<file path="src/rtl/br_resv_station.sv">
// Multi-thread branch reservation station: CDB wakeup, oldest-ready select, branch/JALR
// resolve, and an output FIFO whose slots can be killed per thread.
module br_resv_station #(
   parameter int unsigned XLEN        = 32,
   parameter int unsigned NUM_ENTRIES = 4,
   parameter int unsigned TAG_W       = 4,
   parameter int unsigned TID_W       = 3,
   parameter int unsigned OUT_DEPTH   = 4
) (
   input  logic                             clk,
   input  logic                             rst,
   input  logic                             issue_en,
   output logic                             issue_rdy,
   input  logic                             issue_is_branch,
   input  logic [2:0]                       issue_op,
   input  logic [TID_W-1:0]                 issue_thread_id,
   input  logic [XLEN-1:0]                  issue_pc,
   input  logic [XLEN-1:0]                  issue_offset,
   input  logic [XLEN-1:0]                  issue_v1,
   input  logic [XLEN-1:0]                  issue_v2,
   input  logic                             issue_v1_rdy,
   input  logic                             issue_v2_rdy,
   input  logic [TAG_W-1:0]                 issue_q1,
   input  logic [TAG_W-1:0]                 issue_q2,
   input  logic                             cdb_valid,
   input  logic [TAG_W-1:0]                 cdb_tag,
   input  logic [XLEN-1:0]                  cdb_value,
   input  logic                             flush,
   input  logic [TID_W-1:0]                 flush_tid,
   output logic                             out_valid,
   output logic [TID_W-1:0]                 out_thread_id,
   output logic [XLEN-1:0]                  out_pc_n,
   output logic                             out_taken,
   input  logic                             out_ack,
   output logic [$clog2(NUM_ENTRIES+1)-1:0] busy_count
);
   localparam int unsigned IdxW = $clog2(NUM_ENTRIES);
   localparam int unsigned PtrW = $clog2(OUT_DEPTH);
   localparam int unsigned CntW = $clog2(NUM_ENTRIES+1);

   logic [NUM_ENTRIES-1:0] busy_q, is_br_q, r1_q, r2_q;
   logic [TID_W-1:0]       tid_q [NUM_ENTRIES];
   logic [2:0]             op_q  [NUM_ENTRIES];
   logic [XLEN-1:0]        pc_q  [NUM_ENTRIES];
   logic [XLEN-1:0]        off_q [NUM_ENTRIES];
   logic [XLEN-1:0]        v1_q  [NUM_ENTRIES];
   logic [XLEN-1:0]        v2_q  [NUM_ENTRIES];
   logic [TAG_W-1:0]       q1_q  [NUM_ENTRIES];
   logic [TAG_W-1:0]       q2_q  [NUM_ENTRIES];
   // older_q[i][j] set means entry j was allocated before entry i
   logic [NUM_ENTRIES-1:0] older_q [NUM_ENTRIES];

   logic [TID_W-1:0] f_tid_q [OUT_DEPTH];
   logic [XLEN-1:0]  f_pc_q  [OUT_DEPTH];
   logic [OUT_DEPTH-1:0] f_tkn_q, f_kill_q;
   logic [PtrW-1:0]  wr_ptr_q, rd_ptr_q;
   logic [PtrW:0]    cnt_q;

   logic                   have_free, found, dispatch, push, pop, alloc, fifo_full, fifo_empty;
   logic [IdxW-1:0]        free_idx, sel_idx;
   logic [NUM_ENTRIES-1:0] ready, disp_vec, flush_hit, free_vec;
   logic                   fwd1, fwd2, br_taken, res_taken;
   logic [XLEN-1:0]        sel_v1, sel_v2, sel_pc, sel_off, jalr_sum, res_pc;

   assign ready     = busy_q & r1_q & r2_q;
   assign issue_rdy = have_free;
   assign fwd1      = !issue_v1_rdy && cdb_valid && (issue_q1 == cdb_tag);
   assign fwd2      = !issue_v2_rdy && cdb_valid && (issue_q2 == cdb_tag);
   assign alloc     = issue_en && have_free && !(flush && (issue_thread_id == flush_tid));

   always_comb begin
      have_free = 1'b0;
      free_idx  = '0;
      found     = 1'b0;
      sel_idx   = '0;
      for (int i = 0; i < NUM_ENTRIES; i++) begin
         if (!busy_q[i] && !have_free) begin
            have_free = 1'b1;
            free_idx  = IdxW'(i);
         end
         if (ready[i] && ((older_q[i] & ready) == '0) && !found) begin
            found   = 1'b1;
            sel_idx = IdxW'(i);
         end
      end
   end

   assign fifo_full  = (cnt_q == (PtrW+1)'(OUT_DEPTH));
   assign fifo_empty = (cnt_q == '0);
   assign dispatch   = found && !fifo_full;
   assign push       = dispatch && !(flush && (tid_q[sel_idx] == flush_tid));
   assign pop        = !fifo_empty && (f_kill_q[rd_ptr_q] || out_ack);

   always_comb begin
      busy_count = '0;
      for (int i = 0; i < NUM_ENTRIES; i++) begin
         disp_vec[i]  = dispatch && (sel_idx == IdxW'(i));
         flush_hit[i] = flush && busy_q[i] && (tid_q[i] == flush_tid);
         busy_count   = busy_count + CntW'(busy_q[i]);
      end
      free_vec = disp_vec | flush_hit;
   end

   always_comb begin
      sel_v1   = v1_q[sel_idx];
      sel_v2   = v2_q[sel_idx];
      sel_pc   = pc_q[sel_idx];
      sel_off  = off_q[sel_idx];
      jalr_sum = sel_v1 + sel_off;
      br_taken = 1'b0;
      case (op_q[sel_idx])
         3'b000:  br_taken = (sel_v1 == sel_v2);
         3'b001:  br_taken = (sel_v1 != sel_v2);
         3'b100:  br_taken = ($signed(sel_v1) < $signed(sel_v2));
         3'b101:  br_taken = ($signed(sel_v1) >= $signed(sel_v2));
         3'b110:  br_taken = (sel_v1 < sel_v2);
         3'b111:  br_taken = (sel_v1 >= sel_v2);
         default: br_taken = 1'b0;
      endcase
      if (is_br_q[sel_idx]) begin
         res_taken = br_taken;
         res_pc    = br_taken ? (sel_pc + sel_off) : (sel_pc + XLEN'(4));
      end else begin
         res_taken = 1'b1;
         res_pc    = {jalr_sum[XLEN-1:1], 1'b0};
      end
   end

   always_ff @(posedge clk or posedge rst) begin
      if (rst) begin
         busy_q  <= '0;
         is_br_q <= '0;
         r1_q    <= '0;
         r2_q    <= '0;
         for (int i = 0; i < NUM_ENTRIES; i++) begin
            tid_q[i]   <= '0;
            op_q[i]    <= '0;
            pc_q[i]    <= '0;
            off_q[i]   <= '0;
            v1_q[i]    <= '0;
            v2_q[i]    <= '0;
            q1_q[i]    <= '0;
            q2_q[i]    <= '0;
            older_q[i] <= '0;
         end
      end else begin
         for (int i = 0; i < NUM_ENTRIES; i++) begin
            if (free_vec[i]) busy_q[i] <= 1'b0;
            if (busy_q[i] && cdb_valid) begin
               if (!r1_q[i] && (q1_q[i] == cdb_tag)) begin
                  v1_q[i] <= cdb_value;
                  r1_q[i] <= 1'b1;
               end
               if (!r2_q[i] && (q2_q[i] == cdb_tag)) begin
                  v2_q[i] <= cdb_value;
                  r2_q[i] <= 1'b1;
               end
            end
            for (int j = 0; j < NUM_ENTRIES; j++) begin
               if (free_vec[j]) older_q[i][j] <= 1'b0;
            end
            if (alloc && (free_idx == IdxW'(i))) begin
               busy_q[i]  <= 1'b1;
               is_br_q[i] <= issue_is_branch;
               tid_q[i]   <= issue_thread_id;
               op_q[i]    <= issue_op;
               pc_q[i]    <= issue_pc;
               off_q[i]   <= issue_offset;
               v1_q[i]    <= fwd1 ? cdb_value : issue_v1;
               v2_q[i]    <= fwd2 ? cdb_value : issue_v2;
               r1_q[i]    <= issue_v1_rdy | fwd1;
               r2_q[i]    <= issue_v2_rdy | fwd2;
               q1_q[i]    <= issue_q1;
               q2_q[i]    <= issue_q2;
               older_q[i] <= busy_q & ~free_vec;
            end
         end
      end
   end

   always_ff @(posedge clk or posedge rst) begin
      if (rst) begin
         wr_ptr_q <= '0;
         rd_ptr_q <= '0;
         cnt_q    <= '0;
         f_tkn_q  <= '0;
         f_kill_q <= '0;
         for (int k = 0; k < OUT_DEPTH; k++) begin
            f_tid_q[k] <= '0;
            f_pc_q[k]  <= '0;
         end
      end else begin
         if (flush) begin
            for (int k = 0; k < OUT_DEPTH; k++) begin
               if (f_tid_q[k] == flush_tid) f_kill_q[k] <= 1'b1;
            end
         end
         // A push always lands in an empty slot, so it overrides any stale kill mark
         if (push) begin
            f_tid_q[wr_ptr_q]  <= tid_q[sel_idx];
            f_pc_q[wr_ptr_q]   <= res_pc;
            f_tkn_q[wr_ptr_q]  <= res_taken;
            f_kill_q[wr_ptr_q] <= 1'b0;
            wr_ptr_q           <= wr_ptr_q + PtrW'(1);
         end
         if (pop) rd_ptr_q <= rd_ptr_q + PtrW'(1);
         cnt_q <= cnt_q + (PtrW+1)'(push) - (PtrW+1)'(pop);
      end
   end

   assign out_valid     = !fifo_empty && !f_kill_q[rd_ptr_q];
   assign out_thread_id = f_tid_q[rd_ptr_q];
   assign out_pc_n      = f_pc_q[rd_ptr_q];
   assign out_taken     = f_tkn_q[rd_ptr_q];

endmodule
</file>
<file path="config.mk">
export PLATFORM = sky130hd
export DESIGN_NAME = br_resv_station
export DESIGN_NICKNAME = d
export VERILOG_FILES = /design/src/rtl/br_resv_station.sv
export SDC_FILE = /design/constraint.sdc
export NUM_CORES = 2
export LEC_CHECK = 0
export BUFFER_PORTS_ARGS = -buffer_cell sky130_fd_sc_hd__buf_2
export CAP_MARGIN = 10
export CORE_MARGIN = 2
export CORE_UTILIZATION = 30
export DETAILED_ROUTE_END_ITERATION = 8
export PLACE_DENSITY_LB_ADDON = 0.3
export SLEW_MARGIN = 25
export SYNTH_ARGS = -nofsm -noshare
export SYNTH_HDL_FRONTEND = slang
export SYNTH_SLANG_ARGS = --single-unit
export TNS_END_PERCENT = 5
</file>
<file path="constraint.sdc">
create_clock -name clk -period 37.1 [get_ports clk]
set_input_delay 7.42 -clock clk [delete_from_list [all_inputs] [get_ports clk]]
set_output_delay 7.42 -clock clk [all_outputs]
set_load 0.02 [all_outputs]
</file>
After elaboration in Yosys (flattened, before gate mapping)

Index checks and enable logic that the tools add are counted.
Widths: inputs -> output; s select.

Add/subtract/negate cells: 10
Order comparisons: 12
Equality and inequality tests: 34
Mux-type cells: 125
Bitwise operators: 16
Reduce and logical (&&, ||, !) cells: 120

Operators by type and width:

| operator              | count |
|---|---|
| $mux 32               | 39 |
| $bmux 32 s2           | 5 |
| $bwmux 128            | 1 |
| $add 32x32->32        | 2 |
| $demux 32 s2          | 1 |
| $ge 32x32->1          | 2 |
| $lt 32x32->1          | 2 |
| $reduce_bool 2->1     | 28 |
| $logic_and 1x1->1     | 52 |
| $mux 1                | 51 |
| $eq 4x4->1            | 10 |
| $add 32x3->32 const B | 1 |
| $and 4x4->4           | 8 |
| $eq 32x32->1          | 1 |
| $ne 32x32->1          | 1 |
| $eq 3x3->1            | 10 |
| $mux 4                | 6 |
| $logic_not 1->1       | 23 |
| $mux 3                | 7 |
| $bmux 3 s2            | 3 |
| $logic_not 4->1       | 4 |
| $reduce_and 2->1      | 8 |
| $eq 3x3->1 const B    | 5 |
| $bwmux 12             | 1 |
| 25 further kinds      | 46 |

Register bits: 755
Logic and storage cells: 394

Logic depth before layout (Yosys ltp)

Depth in word-level cells: 25
Mapped depth: 26
Mapped depth without buffers: 18

Worst setup path after synthesis

No wires, ideal clock.

Path kind: input-to-reg
Start: input port flush_tid[1]
End: register cnt_q[2]
Setup time: 0.123 ns
Arrival: 9.783 ns
Required time: 36.977 ns
Setup slack: 27.194 ns
Stages: 12
Path buffers: 1
Path through: clkbuf_1 -> xor2_1 -> and2_1 -> a31oi_1 -> inv_1 -> ha_1 -> inv_1 -> ha_1 -> inv_1 -> fa_1 -> xnor2_1 -> xnor2_1

Word-level cells in the longest chain between the ends: 6

RTL lines:

| what                 | line | source |
|---|---|---|
| from (decl)          | 29   | `input logic [TID_W-1:0] flush_tid,` |
| $eq 3x3->1           | 91   | `assign push = dispatch && !(flush && (tid_q[sel_idx] == flush_tid));` |
| $logic_and 1x1->1    | 91   |  |
| $logic_not 1->1      | 91   |  |
| $logic_and 1x1->1    | 91   |  |
| $add 3x1->3          | 207  | `cnt_q <= cnt_q + (PtrW+1)'(push) - (PtrW+1)'(pop);` |
| $sub 3x1->3          | 207  |  |
| to (signal assigned) | 207  |  |
| to (decl)            | 57   | `logic [PtrW:0] cnt_q;` |

Every way passes these cells.
A chain may end at the register's enable or synchronous reset.

Final worst setup path

Start: register busy_q[0]
End: output port busy_count[1]

Word-level cells in the longest chain between the ends: 3

RTL lines:

| what                              | line | source |
|---|---|---|
| from (decl)                       | 41   | `logic [NUM_ENTRIES-1:0] busy_q, is_br_q, r1_q, r2_q;` |
| from (signal assigned)            | 131  | `busy_q <= '0;` |
| from (signal, indexed assignment) | 148  | `if (free_vec[i]) busy_q[i] <= 1'b0;` |
| from (signal, indexed assignment) | 163  | `busy_q[i] <= 1'b1;` |
| $add 1x1->2                       | 99   | `busy_count = busy_count + CntW'(busy_q[i]);` |
| $add 2x1->3                       | 99   |  |
| $add 3x1->3                       | 99   |  |
| to (decl)                         | 35   | `output logic [$clog2(NUM_ENTRIES+1)-1:0] busy_count` |

Every way passes these cells.

==> impl_results.md <==
- Status: finished, final reports clean
- Core area: 132000 µm²
- Final setup fails: 0
- DRC Markers: 0
- Die extent in x: 369 µm
- Critical path class: reg -> out
- Nets: 4823
- Worst Path Arrival: 2.74 ns
- Highest Clock Rate: 98.4 MHz
- Final HPWL DP: 95.7 mm
- Setup Skew: 0.0284 ns
- Crit path capture type: output pin
- Slowest-stage cell, CP: dfrtp_1
- Ys flop type: dfrtp_1
- H-tree level count: 3
- Global route overflow: 0
- Via density: 5.39
- Crit start category: flop
- Worst-path clk slew: 0.06 ns
- IO buf count: 230
- DR WL/cell: 22.5 µm
- Clk sink count: 755
- Req. time, crit path: 29.68 ns
- CTS Buf Count: 86
- Starting density of the core: 30.3%
- Pins Over Slew Limit: 0
- Largest net degree at the start of global routing: 162
- Gr usage total: 20.6%
- Worst min path class: reg -> reg
- Site Rows: 133
- Max cap viols: 0
- Maximum buffer depth of the clock tree: 3
- Setup Fix Bufs, Post-CTS: 0
- Synth Warn #: 0
- Period utilization: 27.4%
- Number of synthesized flops with an enable pin: 0
- Initial antenna violation count: 55
- Number of library cell types mapped by synthesis: 89
- Hold violation count in the final report: 0
- DR iter-0 viols: 3879
- First-pass GRT wire length: 215 mm
- Post-CTS sizing: 0
- Slowest stage delay, CP: 0.66 ns
- Mapped cell area: 39900 µm²
- FFs w/ async S/R, synth: 100%
- Syn Nets: 4739
- Boundary Pins: 231
- Vias in the first global route: 32655
- Relative slew slack: 29.4%
- Post-Synthesis Cells: 4441
- Die area: 136000 µm²
- Sequential fraction of the synthesis area: 47.3%
- Routed vias: 34253
- Clk root buf: clkbuf_16
- Synth-to-Final Area Change: 14.2%
- Final WL: 143 mm
- Syn_area_per_cell: 8.99 µm²
- Slew at the pin closest to its max-slew limit: 1.03 ns
- Number of hold buffers added after CTS: 0
- Share of cells above drive strength 1: 15.6%
- Setup TNS: 0 ns
- Flip-flop and latch count after synthesis: 755
- CTS tree: yes
- Routed Antenna Nets: 0
- Worst-path fanout max: 13
- DRT Pass-1 Iters: 6
- Final min period: 10.16 ns
- RePlAce Congestion: 0.848
- Die span in y: 369 µm
- Critical path cell sequence: inv_1, fa_1, inv_1, ha_1, ha_1, buf_2
- RSZ-0062 raised after global routing: false
- Worst skew pair latency: 0.71 ns
==> cell usage after synthesis (42+ instances only) <==
master / number / area share [%]
a21oi_1: 182 / 2.3
a31oi_1: 42 / 0.66
clkbuf_1: 206 / 1.9
dfrtp_1: 755 / 47
ha_1: 104 / 3.3
inv_1: 60 / 0.56
mux2_2: 160 / 4.5
nand2_1: 1101 / 10
nand3_1: 50 / 0.63
nand4_1: 43 / 0.67
nor2_1: 589 / 5.5
o21ai_0: 131 / 1.6
o22ai_1: 289 / 4.5
xnor2_1: 97 / 2.1
xor2_1: 44 / 0.97
==> area by class of cell <==
type	count	area (µm²)
Fill cell	13688	86200
Inverter	65	251
Sequential cell	755	18900
Tap cell	1755	2200
Clock buffer	125	2510
Multi-Input combinational cell	3309	19600
Clock inverter	29	359
Timing Repair Buffer	308	1800
Antenna cell	14	35.0
==> placed cells by master, fill, tap and decap left out, types with 11 or more instances in the layout <==
cell type	synthesis	routed
a221o_1	41	41
a31oi_1	42	42
inv_1	60	59
dfrtp_1	755	754
mux2i_1	17	15
buf_2	36	231
clkbuf_16	0	87
o21ai_0	131	131
mux4_2	37	37
xor2_1	44	44
buf_4	4	71
nand3_1	50	50
a21oi_1	182	177
clkinv_2	0	11
clkbuf_8	0	19
nor2_1	589	588
nand4_1	43	43
or2_2	13	13
nor3_1	30	28
o21bai_1	12	12
nand2_1	1101	1096
o22ai_1	289	289
diode_2	0	14
o31ai_1	11	11
a41oi_1	12	12
xnor2_1	97	97
a211oi_1	17	17
clkbuf_1	206	19
mux2_2	160	160
a21o_1	32	32
and3_1	19	19
ha_1	104	104
a221oi_1	41	41
o21a_1	14	12
==> path summary, 6_finish.rpt <==
kind | from | end | slack, ns | cells after the start
setup / recovery | busy_q[0]$_DFFE_PP0P_ | busy_count[1] | 26.94 | 6
hold / removal | pc_q[24]$_DFFE_PP0P_ | pc_q[24]$_DFFE_PP0P_ | 0.47 | 2
setup reg to reg | busy_q[2]$_DFFE_PP0P_ | f_pc_q[65]$_DFFE_PP0P_ | 28.30 | 21
hold reg to reg | pc_q[24]$_DFFE_PP0P_ | pc_q[24]$_DFFE_PP0P_ | 0.47 | 2
max in group asynchronous | rst | v2_q[92]$_DFFE_PP0P_ | 26.99 | 5
min in group asynchronous | rst | cnt_q[1]$_DFF_PP0_ | 6.86 | 2
==> critical path, delay by kind of cell, from the launching register on <==
kind | cells | cell delay [ns]
adder cells (fa/ha/maj) | 3 | 1.03
buffers and inverters | 3 | 0.37
flip-flops | 1 | 0.66
==> routing by layer <==
metal / vias up / track usage [%] / wire length (µm)
met4: 38 / 5.93 / 3640
met5: - / 0 / 227
met3: 265 / 4.19 / 11700
met1: 17026 / 29.0 / 63200
li1: 15593 / - / -
met2: 1331 / 31.8 / 64400
==> flip-flops by register name, indices dropped and copies added (netlist names) <==
| register | flops |
|---|---|
| busy_q | 4 |
| cnt_q | 3 |
| f_kill_q | 4 |
| f_pc_q | 128 |
| f_tid_q | 12 |
| f_tkn_q | 4 |
| is_br_q | 4 |
| off_q | 128 |
| older_q | 16 |
| op_q | 12 |
| pc_q | 128 |
| q1_q | 16 |
| q2_q | 16 |
| r1_q | 4 |
| r2_q | 4 |
| rd_ptr_q | 2 |
| tid_q | 12 |
| v1_q | 128 |
| v2_q | 128 |
| wr_ptr_q | 2 |
==> cell families (layout without fill, tap and decap cells) <==
| logic type | after synthesis | after routing | synth area share (%) |
|---|---|---|---|
| xor+xnor | 141 | 141 | 3.09 |
| mux | 223 | 223 | 7.33 |
| compound gates | 915 | 915 | 15.1 |
| other cells | 0 | 14 | 0 |
| flops | 755 | 755 | 47.3 |
| buf+inv | 377 | 527 | 3.99 |
| simple gates | 1922 | 1922 | 19.7 |
| fa+ha+maj | 108 | 108 | 3.46 |
==> through the flow <==
stage | cells | utilization [%] | worst slack (ns) | area [µm²] | hold WS, ns
finish | 6360 | 34.6 | 26.94 | 45600 | 0.472
global route | 6351 | 34.6 | 26.50 | 45600 | 0.488
CTS | 6344 | 34.5 | 26.85 | 45500 | 0.469
detailed placement | 6190 | 32.4 | 26.12 | 42600 | 0.455
global placement | 6189 | 32.4 | 26.06 | 42600 | 0.453
floorplan | 4441 | - | 8.49 | 39900 | 0.437
Power is not shown: default switching activity piles up to over one toggle a cycle in this logic, so the estimate is an artifact.
